===== src/rtl/snake_draw_pkg.sv =====
`default_nettype none
// snake_draw_pkg: shared sizes, layer encodings and the per-line hit-list entry for the snake renderer.
// Revision: 1.0
package snake_draw_pkg;

  localparam int SEG_MAX    = 23;
  localparam int LIST_DEPTH = 8;
  localparam int SPR        = 32;

  localparam logic [2:0] LAYER_GRASS = 3'd0;
  localparam logic [2:0] LAYER_APPLE = 3'd1;
  localparam logic [2:0] LAYER_HEAD  = 3'd2;
  localparam logic [2:0] LAYER_BODY  = 3'd3;
  localparam logic [2:0] LAYER_BLANK = 3'd4;

  typedef struct packed {
    logic        is_head;
    logic [10:0] x;
    logic [4:0]  dy;
  } line_entry_t;

  localparam int ENTRY_W = $bits(line_entry_t);

  // Compared in 12 bits so a sprite near 2047 runs off the edge instead of wrapping to 0.
  function automatic logic in_window(input logic [10:0] origin, input logic [10:0] pos);
    logic [11:0] lo;
    logic [11:0] hi;
    logic [11:0] p;
    lo = {1'b0, origin};
    hi = lo + 12'(SPR);
    p  = {1'b0, pos};
    return (p >= lo) && (p < hi);
  endfunction

endpackage
`default_nettype wire


===== src/rtl/sprite_line_scan.sv =====
`default_nettype none
// sprite_line_scan: walks the snake segments during hblank, building the hit list for the next line.
// Revision: 1.0
module sprite_line_scan
  import snake_draw_pkg::*;
(
  input  logic                            clk,
  input  logic                            rst,
  input  logic                            line_start,
  input  logic [10:0]                     next_y,
  input  logic [11*SEG_MAX-1:0]           snakepos_x,
  input  logic [11*SEG_MAX-1:0]           snakepos_y,
  input  logic [5:0]                      length,
  output logic                            scan_busy,
  output logic                            line_overflow,
  output logic [ENTRY_W*LIST_DEPTH-1:0]   active_list,
  output logic [LIST_DEPTH-1:0]           active_valid
);

  localparam int CNT_W = $clog2(LIST_DEPTH + 1);
  localparam int IDX_W = $clog2(LIST_DEPTH);
  localparam logic [CNT_W-1:0] DEPTH_C   = CNT_W'(LIST_DEPTH);
  localparam logic [5:0]       SEG_MAX_C = 6'(SEG_MAX);

  localparam logic [1:0] S_IDLE   = 2'd0;
  localparam logic [1:0] S_SCAN   = 2'd1;
  localparam logic [1:0] S_COMMIT = 2'd2;

  logic [1:0]                   state;
  logic [10:0]                  line_y;
  logic [4:0]                   k;
  logic [CNT_W-1:0]             count;
  line_entry_t [LIST_DEPTH-1:0] build_list;
  logic [LIST_DEPTH-1:0]        build_valid;

  logic [5:0]  live;
  logic [10:0] seg_x;
  logic [10:0] seg_y;
  logic [4:0]  dy;
  logic        hit;
  logic        last_seg;
  line_entry_t new_entry;

  always_comb begin
    live      = (length > SEG_MAX_C) ? SEG_MAX_C : length;
    seg_x     = snakepos_x[k*11 +: 11];
    seg_y     = snakepos_y[k*11 +: 11];
    dy        = line_y[4:0] - seg_y[4:0];
    // With zero live segments the single SCAN cycle records nothing.
    hit       = ({1'b0, k} < live) && in_window(seg_y, line_y);
    last_seg  = ({1'b0, k} + 6'd1) >= live;
    new_entry.is_head = (k == 5'd0);
    new_entry.x       = seg_x;
    new_entry.dy      = dy;
    for (int i = 0; i < LIST_DEPTH; i++) begin
      build_valid[i] = CNT_W'(i) < count;
    end
  end

  assign scan_busy = (state != S_IDLE);

  always_ff @(posedge clk or posedge rst) begin
    if (rst) begin
      state         <= S_IDLE;
      line_y        <= '0;
      k             <= '0;
      count         <= '0;
      line_overflow <= 1'b0;
      build_list    <= '0;
      active_list   <= '0;
      active_valid  <= '0;
    end else if (line_start) begin
      // A new line_start always restarts the walk; the active list keeps the last committed line.
      state         <= S_SCAN;
      line_y        <= next_y;
      k             <= '0;
      count         <= '0;
      line_overflow <= 1'b0;
    end else begin
      case (state)
        S_SCAN: begin
          if (hit) begin
            if (count < DEPTH_C) begin
              build_list[count[IDX_W-1:0]] <= new_entry;
              count                        <= count + 1'b1;
            end else begin
              line_overflow <= 1'b1;
            end
          end
          if (last_seg) begin
            state <= S_COMMIT;
          end else begin
            k <= k + 5'd1;
          end
        end
        S_COMMIT: begin
          active_list  <= build_list;
          active_valid <= build_valid;
          state        <= S_IDLE;
        end
        default: state <= S_IDLE;
      endcase
    end
  end

endmodule
`default_nettype wire


===== src/rtl/sprite_line_scheduler.sv =====
`default_nettype none
// sprite_line_scheduler: per-line sprite list plus a two-stage pixel pipeline choosing the layer and ROM addresses.
// Revision: 1.0
module sprite_line_scheduler
  import snake_draw_pkg::*;
(
  input  logic                  clk,
  input  logic                  rst,
  input  logic                  frame_start,
  input  logic                  line_start,
  input  logic [10:0]           next_y,
  input  logic [11*SEG_MAX-1:0] snakepos_x,
  input  logic [11*SEG_MAX-1:0] snakepos_y,
  input  logic [5:0]            length,
  input  logic [10:0]           applepos_x,
  input  logic [10:0]           applepos_y,
  input  logic                  win,
  input  logic                  lose,
  input  logic                  pix_valid,
  input  logic [10:0]           curr_x,
  input  logic [10:0]           curr_y,
  output logic                  scan_busy,
  output logic                  line_overflow,
  output logic [9:0]            addr_apple,
  output logic [9:0]            addr_head,
  output logic [9:0]            addr_body,
  output logic [9:0]            addr_grass,
  output logic [2:0]            layer_sel,
  output logic                  layer_valid,
  output logic                  game_end
);

  logic [ENTRY_W*LIST_DEPTH-1:0] active_list;
  logic [LIST_DEPTH-1:0]         active_valid;

  sprite_line_scan u_scan (
    .clk           (clk),
    .rst           (rst),
    .line_start    (line_start),
    .next_y        (next_y),
    .snakepos_x    (snakepos_x),
    .snakepos_y    (snakepos_y),
    .length        (length),
    .scan_busy     (scan_busy),
    .line_overflow (line_overflow),
    .active_list   (active_list),
    .active_valid  (active_valid)
  );

  logic        apple_hit;
  logic        head_hit;
  logic        body_hit;
  line_entry_t entry;
  line_entry_t head_e;
  line_entry_t body_e;
  logic [4:0]  apple_dx;
  logic [4:0]  apple_dy;
  logic [4:0]  head_dx;
  logic [4:0]  body_dx;
  logic [2:0]  win_layer;

  always_comb begin
    apple_hit = in_window(applepos_x, curr_x) && in_window(applepos_y, curr_y);
    head_hit  = 1'b0;
    body_hit  = 1'b0;
    entry     = '0;
    head_e    = '0;
    body_e    = '0;
    // Walk from the top index down so the lowest-index body match is the one left standing.
    for (int i = LIST_DEPTH - 1; i >= 0; i--) begin
      entry = active_list[i*ENTRY_W +: ENTRY_W];
      if (active_valid[i] && in_window(entry.x, curr_x)) begin
        if (entry.is_head) begin
          head_hit = 1'b1;
          head_e   = entry;
        end else begin
          body_hit = 1'b1;
          body_e   = entry;
        end
      end
    end
    apple_dx = curr_x[4:0] - applepos_x[4:0];
    apple_dy = curr_y[4:0] - applepos_y[4:0];
    head_dx  = curr_x[4:0] - head_e.x[4:0];
    body_dx  = curr_x[4:0] - body_e.x[4:0];
    if (game_end)       win_layer = LAYER_BLANK;
    else if (apple_hit) win_layer = LAYER_APPLE;
    else if (head_hit)  win_layer = LAYER_HEAD;
    else if (body_hit)  win_layer = LAYER_BODY;
    else                win_layer = LAYER_GRASS;
  end

  logic [2:0] s1_layer;
  logic       s1_valid;

  always_ff @(posedge clk or posedge rst) begin
    if (rst) begin
      game_end    <= 1'b0;
      s1_layer    <= LAYER_GRASS;
      s1_valid    <= 1'b0;
      layer_sel   <= LAYER_GRASS;
      layer_valid <= 1'b0;
      addr_apple  <= '0;
      addr_head   <= '0;
      addr_body   <= '0;
      addr_grass  <= '0;
    end else begin
      if (frame_start) begin
        game_end <= win | lose;
      end
      s1_valid    <= pix_valid;
      layer_sel   <= s1_layer;
      layer_valid <= s1_valid;
      if (pix_valid) begin
        s1_layer <= win_layer;
        // Only the winning layer's ROM address moves; the others keep their last value.
        case (win_layer)
          LAYER_APPLE: addr_apple <= {apple_dy, apple_dx};
          LAYER_HEAD:  addr_head  <= {head_e.dy, head_dx};
          LAYER_BODY:  addr_body  <= {body_e.dy, body_dx};
          LAYER_GRASS: addr_grass <= {curr_y[4:0], curr_x[4:0]};
          default: ;
        endcase
      end
    end
  end

endmodule
`default_nettype wire

===== config.mk =====
export PLATFORM = sky130hd
export DESIGN_NAME = sprite_line_scheduler
export DESIGN_NICKNAME = d
export VERILOG_FILES = /design/src/rtl/snake_draw_pkg.sv /design/src/rtl/sprite_line_scan.sv /design/src/rtl/sprite_line_scheduler.sv
export SDC_FILE = /design/constraint.sdc
export NUM_CORES = 1
export LEC_CHECK = 0
export CAP_MARGIN = 0
export CORE_AREA = 2 2 241 243
export CTS_BUF_LIST = sky130_fd_sc_hd__clkbuf_2 sky130_fd_sc_hd__clkbuf_4 sky130_fd_sc_hd__clkbuf_8
export CTS_CLUSTER_DIAMETER = 30
export DETAILED_ROUTE_END_ITERATION = 8
export DIE_AREA = 0 0 243 245
export PLACE_DENSITY = 0.76
export REMOVE_ABC_BUFFERS = 1
export SYNTH_ARGS = -nofsm -noshare
export SYNTH_HDL_FRONTEND = slang
export SYNTH_SLANG_ARGS = --single-unit

===== constraint.sdc =====
create_clock -name clk -period 10.7 [get_ports clk]
set_input_delay 1.07 -clock clk [delete_from_list [all_inputs] [get_ports clk]]
set_output_delay 1.07 -clock clk [all_outputs]
set_load 0.02 [all_outputs]

Word-level counts from Yosys, hierarchy flattened:

Index checks and enable logic that the tools add are counted.

* register bits: 352
* input port bits: 574
* output and inout bits: 47

* $add $sub $neg: 19
* multiply operators: 1
* $lt $le $gt $ge: 36
* equal/unequal tests: 8
* shifts and indexed selects: 2
* mux-type cells: 86
* bitwise logic cells: 2
* reduce and logical (&&, ||, !) cells: 37

Operator list (count)
* $shiftx 253x10->11: 2
* $mux 10: 32
* $bwmux 136: 1
* $add 11x6->12 const B: 11
* $lt 11x12->1: 11
* $ge 11x11->1: 11
* $demux 17 s3: 1
* $mux 1: 36
* $sub 5x5->5: 5
* $logic_and 1x1->1: 22
* $mux 17: 1
* $lt 3x4->1 const A: 4
* $mux 4: 4
* $mux 5: 3
* $mux 2: 6
* $reduce_and 2->1: 6
* $mul 5x4->9 const B: 1
* $lt 1x4->1 const A: 2
* $lt 2x4->1 const A: 2
* $reduce_bool 2->1: 4
* $add 5x1->6 const B: 1
* $eq 3x2->1 const B: 2
* $ge 6x6->1: 1
* $gt 6x5->1 const B: 1
* 19 further kinds: 21

Depth between registers and ports, before layout:

Gate-level depths: netlist of run 1.

* depth after elaboration: 25
* mapped depth: 26
* depth with buffers taken out: 24

Modules after synthesis:

Synthesis of run 1 repeated with hierarchy kept, for this count alone.

* cell total of the unflattened synthesis: 2335
* area total of the unflattened synthesis: 25398.1 µm²

Modules (own cells, without submodules)
* sprite_line_scan: times used 1, cells each 1206, area an instance 16529.6 µm², sequential area each 7582.3 µm²
* sprite_line_scheduler: times used 1, cells each 1129, area an instance 8868.5 µm², sequential area each 1226.2 µm²

Worst setup path before layout of run 1:

Ideal clock, no wire load.

* kind: flip-flop to flip-flop
* start point: register u_scan.k[0]
* end point: register u_scan.build_list[124] in the netlist's numbering
* library setup time: 0.125 ns
* data arrival time: 5.355 ns
* data required time: 10.575 ns
* path slack: 5.221 ns
* cell stages (with the launch flop): 26
* period minus slack after synthesis: 5.479 ns
* path through: dfrtp_1 > buf_4 > buf_6 > buf_6 > buf_4 > buf_2 > buf_2 > buf_2 > buf_2 > mux4_2 > o21ai_0 > o21ai_0 > ha_1 > fa_1 > nor2b_1 > o21ai_0 > a21boi_0 > o21ai_0 > a21oi_1 > o31a_1 > a2bb2oi_2 > nor3_2 > buf_6 > nand4_4 > buf_2 > mux2_2

* word-level cells in the longest chain between the ends: 7
* elaborated cells between the ends (all ways): 11

RTL lines
* start: declaration: line sprite_line_scan.sv:31 `logic [4:0] k;`
* start signal: assignment: line sprite_line_scan.sv:93 `k <= k + 5'd1;`
* $mul 5x4->9: line sprite_line_scan.sv:46, sprite_line_scan.sv:47
* $shiftx 253x10->11: line sprite_line_scan.sv:47 `seg_y = snakepos_y[k*11 +: 11];`
* $add 11x6->12: line snake_draw_pkg.sv:30 `hi = lo + 12'(SPR);`
* $lt 11x12->1: line snake_draw_pkg.sv:32 `return (p >= lo) && (p < hi);`
* $logic_and 1x1->1: line snake_draw_pkg.sv:32
* $logic_and 1x1->1: line sprite_line_scan.sv:50 `hit = ({1'b0, k} < live) && in_window(seg_y, line_y);`
* $reduce_and 4->1 (no source line)
* end signal: indexed assignment: line sprite_line_scan.sv:84 `build_list[count[IDX_W-1:0]] <= new_entry;`
* end: declaration: line sprite_line_scan.sv:33 `line_entry_t [LIST_DEPTH-1:0] build_list;`

Several ways; a longest one is shown, not always the timed one.
A chain may end at the register's enable or synchronous reset.

Final worst setup path of run 1:

* start point: register u_scan.k[1]
* end point: register u_scan.build_list[44] in the netlist's numbering

Same word-level chain as after synthesis.

==> metrics.yaml, run 1 <==
cts_buffer_depth: 3
gp_congestion: 1.04
grt_usage: 0.326
die-area_sq_um: 59500
finalSetupViolations: 0
hpwl_mm: 78.4
core_area_sq_um: 57000
ir_worst_vdd_v: 0.000117
portBuffers: 620
p_comb_frac: 0.503
synthArstFlopShare: 1.00
finalWorstSetupSlack_ns: 4.46
critPathArrivalTime_ns: 6.77
ctsHoldBuffers: 0
drt_iter0_markers: 1512
root_buffer: "clkbuf_8"
routed_wirelength_mm: 98.2
end_kind: "flip-flop"
finalNetCount: 3810
cts_sinks: 352
post_cts_resized: 0
cts_max_level: 3
drv_slew: 0
dr.pass1.iters: 5
synth.distinct_cells: 83
grt_first_pass_wirelength_mm: 144
intPower_mw: 4.62
clock_latency_ns: 0.68
startpoint_type: "flip-flop"
synth.area.top_cells: "dfrtp_1 (35%), mux4_2 (11%), ha_1 (11%), mux2_2 (8.4%), o21ai_0 (3.6%)"
cts_tree: "yes"
drc: 0
layout-drive-gt1-share: 0.179
ioPinCount: 621
critPathKind: "flip-flop to flip-flop"
slowest_delay_ns: 0.85
p_sw_mw: 3.07
fillers: 4765
cts.clk_slew.worst_paths_ns: 0.06
finalSetupTns_ns: 0
worst_pin_slew_ns: 1.26
p_sw_frac: 0.399
min_period_ns: 6.24
grt_max_degree: 241
synth_edf_count: 0
placed_cells: 3687
wl_met2_mm: 47.9
max_cap_viol_count: 0
detail_route.vias_per_cell: 5.80
rsz0062_at_grt: "no"
ant_nets: 0
ys_ff_latch: 352
p_leak_nw: 15.3
finalHoldViolCount: 0
maxUsedRoutingLayer: "met5"
yosys.area.top_type: "dfrtp_1"
crit_fanout: 65
fmax_mhz: 160
stdcell_count: 3849
wl_met1_mm: 37.0
netlist.area_leader.share: 0.351
rows: 88
avgSynthCellArea_sq_um: 10.5
synth_cells: 2388
antenna_found_initial: 15
mostFrequentLayoutCells: "clkdlybuf4s50_1 (620), dfrtp_1 (348), ha_1 (222)"
yosysSeqAreaShare: 0.351
crit_chain: "buf_4 -> mux4_2 -> mux4_2 -> nand2_1 -> o21ai_0 -> ha_1 -> and4_1 -> xor2_1 -> ha_1 -> nand3_1 -> a21oi_1 -> o31a_1 -> a2bb2oi_2 -> nor3_2 -> buf_4 -> nand3_2 -> mux2_2"
slowest_stage: "dfrtp_4"
cts_buffers: 85
relSlewSlack: 0.152
post-route-period-util: 0.584
netlist_area_sq_um: 25100
wl_per_cell_um: 25.5
synthToLayoutAreaGrowth_pct: 35.7
cellPowerDensity_nw_per_um2: 226
worstPathRequired_ns: 11.22
pre_cts_ws_ns: 4.17
clock_skew_ns: 0.0499
synth_ff_type: "dfrtp_1"
cts_setup_buffers: 0
holdCritPathClass: "flip-flop to flip-flop"
die_y_um: 245
seqPwrFrac: 0.257
dr_total_vias: 22333
pwr-share-clk: 0.240
layout_commonest_cell: "clkdlybuf4s50_1"
overflow: 0
wl_met3_mm: 6.86
final_util: 0.596
grt_pass1_vias: 23033
initial_core_util: 0.440
holdWs_ns: 0.351
ys_warn_count: 0
status: "finished, final reports clean"
die_w_um: 243
## cell usage after synthesis, types with 38 or more instances
master,n
o21ai_0,182
inv_1,171
ha_1,222
dfrtp_1,352
clkbuf_1,70
nor3_1,38
xnor2_1,55
nand2_1,202
mux4_2,128
mux2_2,187
nand3_1,67
a21oi_1,93
nor2_1,121
mux2i_1,47
## metrics by stage
stage / total power, mW / cell area, sq um
5_1_grt: 8.19 / 34000
3_5_place_dp: 5.83 / 32000
2_1_floorplan: 4.57 / 24500
4_1_cts: 7.70 / 34000
6_report: 7.69 / 34000
3_3_place_gp: 5.71 / 32000
## layer usage
metal,global-route usage,vias to the layer above
met1,0.382,11029
met3,0.0676,214
met4,0.206,8
met2,0.548,983
li1,-,10099
met5,0,-
## final timing paths
check / startpoint / endpoint / slack (ns) / cells past startpoint
max: u_scan.k[1]$_DFFE_PP0P_ / u_scan.build_list[44]$_DFFE_PP0P_ / 4.46 / 17
min: s1_valid$_DFF_PP0_ / layer_valid$_DFF_PP0_ / 0.35 / 0
max reg2reg: u_scan.k[1]$_DFFE_PP0P_ / u_scan.build_list[44]$_DFFE_PP0P_ / 4.46 / 17
min reg2reg: s1_valid$_DFF_PP0_ / layer_valid$_DFF_PP0_ / 0.35 / 0
max in group asynchronous: rst / u_scan.k[2]$_DFFE_PP0P_ / 8.03 / 3
min in group asynchronous: rst / u_scan.build_list[129]$_DFFE_PP0P_ / 1.04 / 2
## area by class of cell
class	count	area (sq um)	share of cell area
sequential	352	8820	0.259
clock inverter	33	463	0.0136
tap	765	957	0.0281
clock buffer	120	1510	0.0445
multi-input combinational	1745	15100	0.444
timing repair buffer	653	6480	0.191
inverter	172	653	0.0192
antenna	9	22.5	0.000662
## worst max-delay path: cells and delay by family (launching register included)
kind                     cells  cell delay, ns
buffers and inverters        2            1.02
XOR/XNOR                     1            0.17
multiplexers                 3            1.46
flip-flops                   1            0.85
adder cells (fa/ha/maj)      2            0.67
AO/OA/AOI/OAI                4            0.73
AND/OR/NAND/NOR              5            1.13
## power groups by stage
| stage | clock, mW | combinational, mW | sequential [mW] |
|---|---|---|---|
| after floorplan | 0 | 2.53 | 2.05 |
| after global placement | 0 | 3.74 | 1.98 |
| after detailed placement | 0 | 3.84 | 1.99 |
| after CTS | 1.86 | 3.87 | 1.97 |
| after global routing | 1.94 | 4.24 | 2.02 |
| final | 1.84 | 3.87 | 1.98 |
## registers in the layout, indices dropped and copies added, names as in the netlist, 8 cells and up
name,count
addr_head,10
u_scan.active_list,136
addr_body,10
addr_apple,10
u_scan.line_y,11
addr_grass,10
u_scan.active_valid,8
u_scan.build_list,136
## cells by family (layout without fill, tap and decap cells)
group / after synthesis / in the layout / share of synthesized area
mux: 375 / 375 / 0.225
fa+ha+maj: 227 / 227 / 0.115
flops: 352 / 352 / 0.351
simple gates: 560 / 560 / 0.108
buf+inv: 291 / 978 / 0.0469
xor+xnor: 64 / 64 / 0.0224
other cells: 1 / 10 / 0.000150
compound gates: 518 / 518 / 0.131
Power figures use the tool's default switching activity.
==> run 2: changes to the inputs <==
==> constraint.sdc (replaced) <==
create_clock -name clk -period 5.5 [get_ports clk]
set_input_delay 0.55 -clock clk [delete_from_list [all_inputs] [get_ports clk]]
set_output_delay 0.55 -clock clk [all_outputs]
set_load 0.02 [all_outputs]
==> metrics.yaml, run 2 (synthesis gave the netlist of run 1 again) <==
ant_nets: 0  # unchanged
gp_congestion: 1.01  # -3.2%
min_period_ns: 5.22  # -1.02 ns
stdcell_count: 3933  # +2.2%
finalHoldViolCount: 0  # unchanged
die_w_um: 243  # unchanged
post_cts_resized: 0  # unchanged
drv_slew: 0  # unchanged
intPower_mw: 9.21  # +99%
die_y_um: 245  # unchanged
final_cell_area_sq_um: 34800  # +2.5%
max_cap_viol_count: 0  # unchanged
clock_skew_ns: 0.0341  # -0.0158 ns
status: "finished, final reports clean"
antenna_found_initial: 35  # +20
synthToLayoutAreaGrowth_pct: 39.0
end_kind: "flip-flop"
worstPathRequired_ns: 6.03  # -5.19 ns
grt_first_pass_wirelength_mm: 149  # +3.1%
slowest_stage: "dfrtp_4"
initial_core_util: 0.440  # unchanged
detail_route.vias_per_cell: 5.81  # +0.13%
drt_iter0_markers: 1668  # +10%
ir_worst_vdd_v: 0.000244  # +110%
ioPinCount: 621  # unchanged
pwr-share-clk: 0.241  # about the same
p_sw_mw: 6.09  # +99%
cts.clk_slew.worst_paths_ns: 0.06  # about the same
critPathArrivalTime_ns: 5.75  # -1.02 ns
critPathKind: "flip-flop to flip-flop"
p_sw_frac: 0.398  # -0.000662
grt_usage: 0.336  # +0.0104
p_leak_nw: 15.7  # +2.8%
hpwl_mm: 82.5  # +5.2%
holdCritPathClass: "primary input to asynchronous set/reset pin"
p_comb_frac: 0.506  # +0.003
slowest_delay_ns: 0.86  # about the same
cellPowerDensity_nw_per_um2: 439  # +94%
fmax_mhz: 192  # +20%
cts_buffers: 80  # -5.9%
holdWs_ns: 0.360  # +0.00958 ns
relSlewSlack: 0.163  # +0.0108
mostFrequentLayoutCells: "clkdlybuf4s50_1 (620), dfrtp_1 (348), ha_1 (222)"
layout-drive-gt1-share: 0.197  # +0.0188
grt_max_degree: 241  # unchanged
finalWorstSetupSlack_ns: 0.279  # -4.18 ns
routed_wirelength_mm: 102  # +3.5%
seqPwrFrac: 0.254  # -0.003
cts_setup_buffers: 0  # unchanged
core_area_sq_um: 57000  # unchanged
cts_max_level: 3  # unchanged
finalSetupViolations: 0  # unchanged
wl_per_cell_um: 25.8  # +1.3%
cts_buffer_depth: 3  # unchanged
startpoint_type: "flip-flop"
overflow: 0  # unchanged
portBuffers: 620  # unchanged
crit_fanout: 41  # -37%
placed_cells: 3764  # +2.1%
grt_pass1_vias: 23538  # +2.2%
reg_top3: "u_scan.active_list (136), u_scan.build_list (136), u_scan.line_y (11)"
power_mw: 15.3  # +99%
pre_cts_ws_ns: 0.0586  # -4.12 ns
crit_chain: "mux4_2 -> mux4_2 -> nand2_1 -> o21ai_0 -> ha_1 -> and4_1 -> xor2_1 -> ha_1 -> nand3_1 -> a21oi_1 -> o31a_1 -> a2bb2oi_2 -> nor3_2 -> buf_4 -> nand3_2 -> buf_4 -> mux2_2"
rsz0062_at_grt: "no"
dr_total_vias: 22850  # +2.3%
rows: 88  # unchanged
root_buffer: "clkbuf_8"
place_area_sq_um: 32800  # +2.4%
cts_tree: "yes"
finalNetCount: 3882  # +1.9%
post-route-period-util: 0.949  # +0.366
drc: 0  # unchanged
die-area_sq_um: 59500  # unchanged
dr.pass1.iters: 5  # unchanged
clock_latency_ns: 0.67  # about the same
worst_pin_slew_ns: 1.25  # -0.0161 ns
cts_sinks: 352  # unchanged
layout_commonest_cell: "clkdlybuf4s50_1"
ctsHoldBuffers: 0  # unchanged
==> run 2: power by group through the flow <==
stage | sequential [mW] | clock, mW | combinational (mW)
after floorplan | 3.98 | 0 | 4.92
after global placement | 3.87 | 0 | 7.40
after detailed placement | 3.90 | 0 | 7.65
after CTS | 3.86 | 3.73 | 7.69
after global routing | 3.95 | 3.86 | 8.44
final | 3.88 | 3.68 | 7.73
==> run 2: metrics by stage <==
step	TNS (ns)	util
detailed placement	0	0.574
floorplan	-3558.59	-
finish	0	0.611
global route	0	0.611
CTS	0	0.610
global placement	0	0.574
==> run 2: per-layer routing <==
layer / GRT usage / up-vias / wire length (um)
met1: 0.395 / 11319 / 38100
met4: 0.208 / 6 / 6530
met2: 0.567 / 1034 / 49600
li1: - / 10252 / -
met5: 0 / - / 37
met3: 0.0670 / 239 / 7410
==> run 2: worst max-delay path, delay by kind of cell, from the launching register on <==
kind / cells / cell delay [ns]
multiplexers: 3 / 1.45
flip-flops: 1 / 0.86
AND/OR/NAND/NOR: 5 / 0.76
AO/OA/AOI/OAI: 4 / 0.70
adder cells (fa/ha/maj): 2 / 0.61
buffers and inverters: 2 / 0.50
XOR/XNOR: 1 / 0.18
==> run 2: area by class of cell <==
cell class / instances / area, sq um
fillers: 4774 / 22200
inverters: 172 / 653
clock inverters: 40 / 612
repair buffers: 730 / 7230
well taps: 765 / 957
multi-input cells: 1745 / 15100
flip-flops and latches: 352 / 8820
diodes: 21 / 52.6
clock buffers: 108 / 1420
==> run 2: final timing paths <==
| path | from | to | slack [ns] | cells after the start |
|---|---|---|---|---|
| max | u_scan.k[1]$_DFFE_PP0P_ | u_scan.build_list[37]$_DFFE_PP0P_ | 0.28 | 17 |
| min | rst | u_scan.build_list[44]$_DFFE_PP0P_ | 0.36 | 2 |
| max reg2reg | u_scan.k[1]$_DFFE_PP0P_ | u_scan.build_list[37]$_DFFE_PP0P_ | 0.28 | 17 |
| min reg2reg | s1_valid$_DFF_PP0_ | layer_valid$_DFF_PP0_ | 0.36 | 0 |
| max in group asynchronous | rst | addr_apple[8]$_DFFE_PP0P_ | 3.95 | 3 |
| min in group clk | s1_valid$_DFF_PP0_ | layer_valid$_DFF_PP0_ | 0.36 | 0 |
